## config.mk

```make
export PLATFORM = sky130hd
export DESIGN_NAME = div_param
export DESIGN_NICKNAME = d
export VERILOG_FILES = /design/src/rtl/div_param.sv
export SDC_FILE = /design/constraint.sdc
export NUM_CORES = 1
export LEC_CHECK = 0
export ABC_AREA = 0
export BUFFER_PORTS_ARGS = -buffer_cell sky130_fd_sc_hd__buf_4
export CORE_MARGIN = 3
export CORE_UTILIZATION = 40
export CTS_CLUSTER_SIZE = 30
export DETAILED_ROUTE_END_ITERATION = 16
export GPL_TIMING_DRIVEN = 0
export HOLD_SLACK_MARGIN = 0.12
export PLACE_DENSITY = 0.55
export SLEW_MARGIN = 20
export SYNTH_ARGS = -nofsm -noshare
export SYNTH_HDL_FRONTEND = slang
export SYNTH_SLANG_ARGS = --single-unit
```

## constraint.sdc

```tcl
create_clock -name clk -period 3.2 [get_ports clk]
set_input_delay 0.96 -clock clk [delete_from_list [all_inputs] [get_ports clk]]
set_output_delay 0.96 -clock clk [all_outputs]
set_load 0.05 [all_outputs]
```

## src/rtl/div_param.sv

```systemverilog
// div_param: parametrised radix-2 restoring divider behind a start/ok handshake.
// Produces one quotient bit per clock. Signed operation works on magnitudes
// and fixes the signs in one extra cycle. Divide-by-zero and the signed
// MIN / -1 overflow case finish in one cycle with fixed results.
module div_param #(
    parameter int WIDTH     = 32,
    parameter bit SIGNED_EN = 1'b1
) (
    input  logic             clk,
    input  logic             reset,
    input  logic             start,
    input  logic             signed_mode,
    input  logic [WIDTH-1:0] A,
    input  logic [WIDTH-1:0] B,
    output logic [WIDTH-1:0] D,
    output logic [WIDTH-1:0] R,
    output logic             ok,
    output logic             err,
    output logic             busy
);

    localparam int CW = $clog2(WIDTH + 1);
    localparam logic [WIDTH-1:0] MINV = {1'b1, {(WIDTH-1){1'b0}}};

    typedef enum logic [1:0] {IDLE, CALC, FIX, DONE} state_t;

    state_t           state;
    logic [WIDTH-1:0] bmag;
    logic [WIDTH-1:0] rem;
    logic [WIDTH-1:0] quo;
    logic             qneg;
    logic             rneg;
    logic [CW-1:0]    cnt;

    logic             eff_signed;
    logic             a_neg;
    logic             b_neg;
    logic [WIDTH-1:0] amag_in;
    logic [WIDTH-1:0] bmag_in;
    logic [WIDTH:0]   shifted;
    logic [WIDTH:0]   trial;

    // Operand magnitudes at acceptance and the trial subtraction for one step.
    always_comb begin
        eff_signed = signed_mode & SIGNED_EN;
        a_neg      = eff_signed & A[WIDTH-1];
        b_neg      = eff_signed & B[WIDTH-1];
        amag_in    = a_neg ? ('0 - A) : A;
        bmag_in    = b_neg ? ('0 - B) : B;
        shifted    = {rem, quo[WIDTH-1]};
        trial      = shifted - {1'b0, bmag};
    end

    // Control FSM and datapath; all outputs are registered.
    always_ff @(posedge clk or negedge reset) begin
        if (!reset) begin
            state <= IDLE;
            D     <= '0;
            R     <= '0;
            ok    <= 1'b0;
            err   <= 1'b0;
            busy  <= 1'b0;
            bmag  <= '0;
            rem   <= '0;
            quo   <= '0;
            qneg  <= 1'b0;
            rneg  <= 1'b0;
            cnt   <= '0;
        end else begin
            ok  <= 1'b0;
            err <= 1'b0;
            case (state)
                IDLE: begin
                    busy <= 1'b0;
                    if (start) begin
                        busy <= 1'b1;
                        qneg <= a_neg ^ b_neg;
                        rneg <= a_neg;
                        if (B == '0) begin
                            D     <= '1;
                            R     <= A;
                            ok    <= 1'b1;
                            err   <= 1'b1;
                            state <= DONE;
                        end else if (eff_signed && A == MINV && B == '1) begin
                            D     <= MINV;
                            R     <= '0;
                            ok    <= 1'b1;
                            state <= DONE;
                        end else begin
                            rem   <= '0;
                            quo   <= amag_in;
                            bmag  <= bmag_in;
                            cnt   <= CW'(WIDTH);
                            state <= CALC;
                        end
                    end
                end
                CALC: begin
                    // The dividend shifts out of quo's top as quotient bits shift in.
                    if (!trial[WIDTH]) begin
                        rem <= trial[WIDTH-1:0];
                    end else begin
                        rem <= shifted[WIDTH-1:0];
                    end
                    quo <= {quo[WIDTH-2:0], ~trial[WIDTH]};
                    cnt <= cnt - CW'(1);
                    if (cnt == CW'(1)) begin
                        state <= FIX;
                    end
                end
                FIX: begin
                    D     <= qneg ? ('0 - quo) : quo;
                    R     <= rneg ? ('0 - rem) : rem;
                    ok    <= 1'b1;
                    state <= DONE;
                end
                DONE: begin
                    busy  <= 1'b0;
                    state <= IDLE;
                end
                default: state <= IDLE;
            endcase
        end
    end

endmodule

```

==> impl_metrics.toml, run 1 <==
[logic_synthesis]
synth_edf_count = 0
syn-cell-area_um2 = 11800
synth_area_leader_cell = "dfrtp_1"
synthArstFlopShare_pct = 100
synth_top_cells_by_count = "dfrtp_1, nor2_1, nand2_1, o21ai_0, a21oi_1"
ys_types = 75
syn_avg_cell_area_um2 = 8.60
yosys_warnings = 0
synth.most_common_cell = "dfrtp_1"
syn_nets = 1489
synth_cells = 1377
yosys-top-cells-area = "dfrtp_1, xnor2_1, xor2_1"
synthFlopType = "dfrtp_1"
seq_area_frac_synth_pct = 36.6
synth.ff_latch_count = 173
netlist.area_leader.share_pct = 36.6

[power_and_ir_drop]
p_int_mw = 9.09
seq_power_share_pct = 23.3
p_leak_nw = 6.50
finalPower_mw = 18.2
p_per_area_nw_per_um2 = 1220
p_clk_share_pct = 11.9
switching_share_pct = 50.1
p_sw_mw = 9.11
p_comb_share_pct = 64.8
peakVddDrop_mv = 0.558

[critical_path]
cp.required_ns = 3.51
crit_slowest_cell = "nor4_1"
r2r-end = "rem[1]"
crit_family = "simple AND/OR/NAND/NOR gates"
critPathCaptureType = "register"
reg2reg_slack_ns = 0.12
cp.arrival_ns = 3.56
path_cells = "buf_4 > ha_1 > nand4_1 > nor4_1 > nand4_1 > o22ai_4 > buf_6 > or2_0 > buf_4 > buf_4 > nand2_2 > nand2_1 > xor2_1 > nor2_1"
worstSetupPathType = "in2reg"
rr_startpoint = "quo[31]"
ff2ff_path_depth = 13
critPathMaxFanout = 7
worstSetupStartpointType = "input pin"
critPathMostFrequentCell = "buf_4"
max_stage_delay_ns = 0.53
path_buf_inv = 4

[routing]
routed_wl_um = 38500
drc_errors = 0
firstDrtPassIters = 5
drt_iter0_markers = 837
via_count = 10735
vias_per_cell = 5.54
route.detailed.wl_per_inst_um = 19.8
antenna_left = 0

[timing]
grt_setup_unrepaired = "true"
setup_ws_ns = -0.0517
min_period_ns = 3.25
hold_viol_final = 0
slew_viol_final = 0
maxSlewHeadroom_pct = 30.9
max_freq_mhz = 308
tightest_slew_ns = 1.04
hold_slack_ns = 0.478
skew_ns = 0.0116
timing.final.crit_share_pct = 102
setup_viol = 39
fin_setup_tns_ns = -0.732

[min_path]
whs_path_depth = 1
min_to = "D[2]"
hold_class = "reg2reg"
hp-start = "D[2]"

[placed_design]
place_area_um2 = 13400
port-buffer-count = 134
dp_hpwl_um = 29900
placed_cells = 1896
pre_cts_slack_ns = -1.68
gp_congestion = 0.893

[clock_tree]
cts_root_buffer = "clkbuf_16"
h-tree-depth = 4
cts_hold_buf = 0
clk_path_buf_depth = 2
cts_buffers = 17
cts_num_sinks = 173
tritoncts = "built"
cts.clk_slew.worst_paths_ns = 0.07
clock_latency_ns = 0.44

[global_routing]
overflow = 0
grt_usage_pct = 24.2
grt_max_degree = 96
first_global_vias = 10588
antenna_found_initial = 0
grt_pass1_wl_um = 59300

[floorplanning]
core_um2 = 28900
die_h_um = 178
die_area_um2 = 31700
pin_count = 135
rows = 62
die_w_um = 178
initial_core_util_pct = 40.9

[finish]
area_growth_pct = 25.8
final_area_um2 = 14900
nNetsFinal = 1654
antenna-diode-count = 0
post-route-util_pct = 51.5
layout.cells.non_filler = 1938
layout-drive-gt1-share_pct = 20.9

[status]
status = "finished with violations"
violations = "negative setup slack"

[flow_run]
drv_cap = 0
cell families (layout without fill, tap and decap cells):
kind of cell	count (synthesis)	after routing	share of synthesized area [%]
compound gates	436	436	24.1
xor+xnor	147	147	10.9
fa+ha+maj	44	44	4.71
buf+inv	135	312	4.73
flops	173	173	36.6
mux	28	28	2.37
simple gates	414	414	16.6
power groups by stage:
| stage | registers [mW] | clock network (mW) | logic (mW) |
|---|---|---|---|
| 2_1_floorplan | 5.16 | 0 | 6.53 |
| 3_3_place_gp | 4.22 | 0 | 10.4 |
| 3_5_place_dp | 4.24 | 0 | 10.5 |
| 4_1_cts | 4.22 | 2.20 | 11.2 |
| 5_1_grt | 4.39 | 2.29 | 12.9 |
| 6_report | 4.25 | 2.16 | 11.8 |
metal layers:
| metal | up-vias | global-route usage [%] | share of wire [%] |
|---|---|---|---|
| met1 | 5040 | 30.8 | 42 |
| met3 | 70 | 3.09 | 4.8 |
| met5 | - | 0 | 0 |
| met4 | 0 | 9.42 | 3.2 |
| li1 | 5290 | - | - |
| met2 | 335 | 41.7 | 50 |
cell usage in the layout (no fill, tap or decap), drive strengths merged, types with 28 or more instances in the layout:
cell type	count
a21o	35
xor2	66
o31ai	28
nand2	126
inv	58
nor2	139
ha	43
clkbuf	54
a21oi	107
mux2i	28
xnor2	81
o21ai	126
a22oi	30
buf	189
dfrtp	173
worst max path at each step:
stage	to	cells after the start	slack (ns)	startpoint
global placement	R[3]	11	-1.66	A[27]
global route	cnt[5]	15	-0.11	B[1]
detailed placement	R[3]	11	-1.68	A[27]
CTS	cnt[5]	14	-0.15	A[24]
finish	cnt[2]	14	-0.05	B[1]
floorplan	D[15]	10	0.009	A[9]
flip-flops by register name (all words and copies together) (netlist names):
name	count
rneg	1
R	32
state	2
D	32
rem	32
quo	32
err	1
qneg	1
bmag	32
busy	1
cnt	6
ok	1
area by class of cell:
class	count	area, um^2
Buffer	71	518
Multi-Input combinational cell	1069	7520
Clock inverter	13	168
Sequential cell	173	4330
Fill cell	2767	14000
Clock buffer	18	429
Tap cell	384	480
Inverter	56	210
Timing Repair Buffer	154	1240
timing repair:
item,4_1_cts,5_1_grt
endpoints found under the setup margin,167,167
setup buffers,9,7
gates cloned,1,2
hold endpoints to repair,0,0
resized for setup,105,93
pin swaps,11,14
No activity file was read; power rests on OpenSTA's default activity.
==> inputs of run 2 (changes only) <==
--- a/config.mk
+++ b/config.mk
@@ -14,6 +14,7 @@
 export GPL_TIMING_DRIVEN = 0
 export HOLD_SLACK_MARGIN = 0.12
 export PLACE_DENSITY = 0.55
+export RECOVER_POWER = 25
 export SLEW_MARGIN = 20
 export SYNTH_ARGS = -nofsm -noshare
 export SYNTH_HDL_FRONTEND = slang
==> constraint.sdc (replaced) <==
create_clock -name clk -period 3.72 [get_ports clk]
set_input_delay 1.116 -clock clk [delete_from_list [all_inputs] [get_ports clk]]
set_output_delay 1.116 -clock clk [all_outputs]
set_load 0.05 [all_outputs]
==> impl_metrics.toml, run 2 (same netlist as run 1, synthesis figures left out) <==
[status]
status = "finished with violations"
violations = "max-capacitance violations, max-slew violations"

[floorplanning]
die_h_um = 178
die_area_um2 = 31700
die_w_um = 178
pin_count = 135
rows = 62
core_um2 = 28900
initial_core_util_pct = 40.9

[finish]
antenna-diode-count = 0
nNetsFinal = 1646
mostFrequentLayoutCells = "dfrtp_1, buf_4, nor2_1"
layout-drive-gt1-share_pct = 16.8
area_growth_pct = 19.1
layout_commonest_cell = "dfrtp_1"

[clock_tree]
tritoncts = "built"
cts_num_sinks = 173
clock_latency_ns = 0.43
h-tree-depth = 4
clk_path_buf_depth = 2
cts_root_buffer = "clkbuf_16"
cts_hold_buf = 0
cts.clk_slew.worst_paths_ns = 0.07
cts_buffers = 17

[timing]
max_freq_mhz = 274
setup_ws_ns = 0.0672
timing.final.crit_share_pct = 98.2
slew_viol_final = 89
min_period_ns = 3.65
setup_viol = 0
tightest_slew_ns = 2.21
hold_slack_ns = 0.476
skew_ns = 0.0159
maxSlewHeadroom_pct = -47.3
hold_viol_final = 0

[global_routing]
overflow = 0
first_global_vias = 10521
grt_usage_pct = 23.9
grt_max_degree = 89
grt_pass1_wl_um = 58500
antenna_found_initial = 0

[routing]
antenna_left = 0
firstDrtPassIters = 8
via_count = 10691
route.detailed.wl_per_inst_um = 19.5
vias_per_cell = 5.54
routed_wl_um = 37600
drc_errors = 0
drt_iter0_markers = 708

[critical_path]
cp.arrival_ns = 3.96
worstSetupPathType = "in2reg"
reg2reg_slack_ns = 0.25
cp.required_ns = 4.03
worstSetupStartpointType = "input pin"
critPathCaptureType = "register"
critPathMaxFanout = 10

[placed_design]
gp_congestion = 0.893
pre_cts_slack_ns = -1.23
dp_hpwl_um = 30000
port-buffer-count = 134

[min_path]
hold_class = "reg2reg"

[flow_run]
drv_cap = 1

[power_and_ir_drop]
p_per_area_nw_per_um2 = 1030
p_leak_nw = 6.22
peakVddDrop_mv = 0.468
run 2: power breakdown:
part | leakage, nW | internal [mW] | switching, mW | total [mW]
Sequential | 2.14 | 2.76 | 0.870 | 3.63
Combinational | 3.82 | 3.40 | 5.77 | 9.17
Clock | 0.266 | 0.943 | 0.805 | 1.75
run 2: layer usage:
layer | part of all wire (%) | GRT usage (%) | wire length [um]
met5 | 0 | 0 | 0
met3 | 4.6 | 3.28 | 1740
met4 | 2.9 | 8.25 | 1080
met2 | 49 | 42.2 | 18500
met1 | 43 | 29.9 | 16200
run 2: path summary, 6_finish.rpt:
check                            start        to  cells after the start
worst max-delay path             A[27]     R[26]                     11
worst min-delay path             D[14]     D[14]                      1
worst max register to register  rem[0]   rem[12]                     13
worst min register to register   D[14]     D[14]                      1
max in group asynchronous        reset  bmag[12]                      2
min in group asynchronous        reset     D[30]                      1
run 2: through the flow:
step                      power, mW  util (%)  instances  area (um^2)  TNS (ns)
after CTS                      14.5      48.4       1927        14000         0
after floorplan                10.1         -       1377        11800         0
final                          14.5      48.7       1930        14100         0
after global placement         12.6      46.1       1895        13300   -145.61
after global routing           15.7      48.7       1930        14100  -0.00403
after detailed placement       12.7      46.2       1896        13400   -148.50
run 2: what timing repair did:
action                     CTS  global route
buffers inserted             1             3
setup endpoints to repair  167           160
resized for setup           17            25
pin swaps                    0             4
run 2: critical path, cell delays in order:
cell      delay [ns]
buf_4           0.13
or4_4           0.57
nor4_4          0.28
buf_4           0.19
nand4_1         0.28
o22ai_4         0.30
nand2_1         0.13
a21o_2          0.32
buf_2           0.23
a221oi_1        0.30
nor2_1          0.08
run 2: area by class of cell:
type	count	area [um^2]
tap	384	480
clock buffer	19	443
multi-input combinational	1069	7110
clock inverter	12	115
sequential	173	4330
timing repair buffer	139	1040
fill	2857	14800
buffer	78	369
inverter	56	210
==> inputs of run 3 (changes only) <==
==> constraint.sdc (replaced) <==
create_clock -name clk -period 3.72 [get_ports clk]
set_input_delay 0.372 -clock clk [delete_from_list [all_inputs] [get_ports clk]]
set_output_delay 0.372 -clock clk [all_outputs]
set_load 0.05 [all_outputs]
==> impl_metrics.toml, run 3 (same netlist as run 1, synthesis figures left out) <==
[status]
status = "finished with violations"
violations = "max-capacitance violations, max-slew violations"

[global_routing]
grt_usage_pct = 23.8
grt_max_degree = 89
overflow = 0
antenna_found_initial = 0
grt_pass1_wl_um = 58400
first_global_vias = 10513

[timing]
maxSlewHeadroom_pct = -51.0
setup_ws_ns = 0.234
min_period_ns = 3.49
grt_setup_unrepaired = "false"
max_freq_mhz = 287
skew_ns = 0.0155
slew_viol_final = 88
hold_viol_final = 0
setup_viol = 0
timing.final.crit_share_pct = 93.7
tightest_slew_ns = 2.26

[clock_tree]
clk_path_buf_depth = 2
cts_root_buffer = "clkbuf_16"
h-tree-depth = 4
cts_buffers = 17
cts_setup_buffers = 0
tritoncts = "built"
cts_num_sinks = 173
clock_latency_ns = 0.43
cts.clk_slew.worst_paths_ns = 0.07

[floorplanning]
die_area_um2 = 31700
die_w_um = 178
initial_core_util_pct = 40.9
pin_count = 135
core_um2 = 28900
rows = 62
die_h_um = 178

[min_path]
whs_path_depth = 2
min_to = "ok"
hp-start = "start"
hold_class = "in2reg"

[placed_design]
pre_cts_slack_ns = -0.490
dp_hpwl_um = 30000
gp_congestion = 0.893
port-buffer-count = 134

[critical_path]
path_cells = "buf_4 > or3_1 > nor3b_1 > nand4_1 > o22ai_2 > nand2_1 > a21o_1 > clkbuf_1 > buf_2 > a221oi_1 > nor2_1"
critPathMaxFanout = 10
reg2reg_slack_ns = 0.26
crit_slowest_cell = "nor3b_1"
critPathCaptureType = "register"
r2r-end = "rem[22]"
worstSetupPathType = "in2reg"
cp.arrival_ns = 3.78
rr_startpoint = "rem[0]"
max_stage_delay_ns = 0.67
ff2ff_path_depth = 13
cp.required_ns = 4.01
worstSetupStartpointType = "input pin"

[routing]
routed_wl_um = 37400
via_count = 10674
vias_per_cell = 5.54
route.detailed.wl_per_inst_um = 19.4
antenna_left = 0
firstDrtPassIters = 6
drt_iter0_markers = 722
drc_errors = 0

[power_and_ir_drop]
finalPower_mw = 14.3
seq_power_share_pct = 25.3
p_int_mw = 6.99
p_sw_mw = 7.36
p_leak_nw = 6.10
p_per_area_nw_per_um2 = 1030
p_clk_share_pct = 12.2
p_comb_share_pct = 62.6
switching_share_pct = 51.3
peakVddDrop_mv = 0.463

[finish]
layout_commonest_cell = "dfrtp_1"
area_growth_pct = 17.2
mostFrequentLayoutCells = "dfrtp_1, nor2_1, nand2_1"
layout-drive-gt1-share_pct = 14.0
nNetsFinal = 1644
post-route-util_pct = 48.0
antenna-diode-count = 0

[flow_run]
drv_cap = 1
## run 3: changes by cell type in the layout (fill, tap and decap cells not counted), moves of 2 or more
cell      previous run  this run
nor3_1              21        23
nor4_4               2         0
clkbuf_4             4         2
buf_2               21        26
clkbuf_2             5         2
nor3_2               2         0
a221oi_2            11         2
buf_4              143       121
a221oi_1            11        21
clkbuf_1            42        61
## run 3: worst max path at each step
stage	startpoint	to	cells past startpoint	slack, ns
after detailed placement	A[27]	R[19]	11	-0.49
after floorplan	bmag[0]	rem[27]	13	0.82
after global placement	A[27]	R[19]	11	-0.48
after CTS	rem[8]	rem[25]	12	0.02
final	A[4]	R[19]	11	0.23
after global routing	rem[0]	quo[0]	13	0.004
## run 3: worst max-delay path: cells and delay by family
kind	cells	cell delay, ns
AOI/OAI and AO/OA	3	1.01
buffers and inverters	3	0.67
and+or+nand+nor	5	1.71
## run 3: what timing repair did
action	CTS	global route
cloned	0	0
pin swaps	0	0
hold buffers	1	0
hold endpoints to repair	87	0
gates resized for setup	1	5
setup endpoints to repair	2	22
## run 3: per-layer routing
layer / vias up / routed length [um] / track usage (%)
li1: 5271 / - / -
met1: 5067 / 16100 / 29.7
met2: 283 / 18400 / 42.0
met3: 53 / 1770 / 3.26
met4: 0 / 1130 / 8.54
met5: - / 0 / 0
## run 3: per-stage QoR
| stage | setup TNS, ns | hold slack (ns) | cell area [um^2] | std cells |
|---|---|---|---|---|
| after global routing | 0 | 0.238 | 13900 | 1928 |
| after floorplan | 0 | 0.0764 | 11800 | 1377 |
| after CTS | 0 | 0.229 | 13900 | 1928 |
| after global placement | -21.47 | 0.462 | 13300 | 1895 |
| after detailed placement | -24.35 | 0.424 | 13400 | 1896 |
| final | 0 | 0.239 | 13900 | 1928 |
## run 3: power groups by stage
stage | Clock [mW] | Sequential [mW] | Combinational, mW
3_5_place_dp | 0 | 3.65 | 9.03
5_1_grt | 1.84 | 3.75 | 9.95
2_1_floorplan | 0 | 4.44 | 5.62
4_1_cts | 1.77 | 3.61 | 9.06
6_report | 1.75 | 3.63 | 8.97
3_3_place_gp | 0 | 3.63 | 8.94
## run 3: cell type report
cell class	count	area [um^2]
Buffer	79	357
Clock buffer	19	443
Clock inverter	12	115
Fill cell	2888	15100
Inverter	56	210
Multi-Input combinational cell	1069	6960
Sequential cell	173	4330
Tap cell	384	480
Timing Repair Buffer	136	985
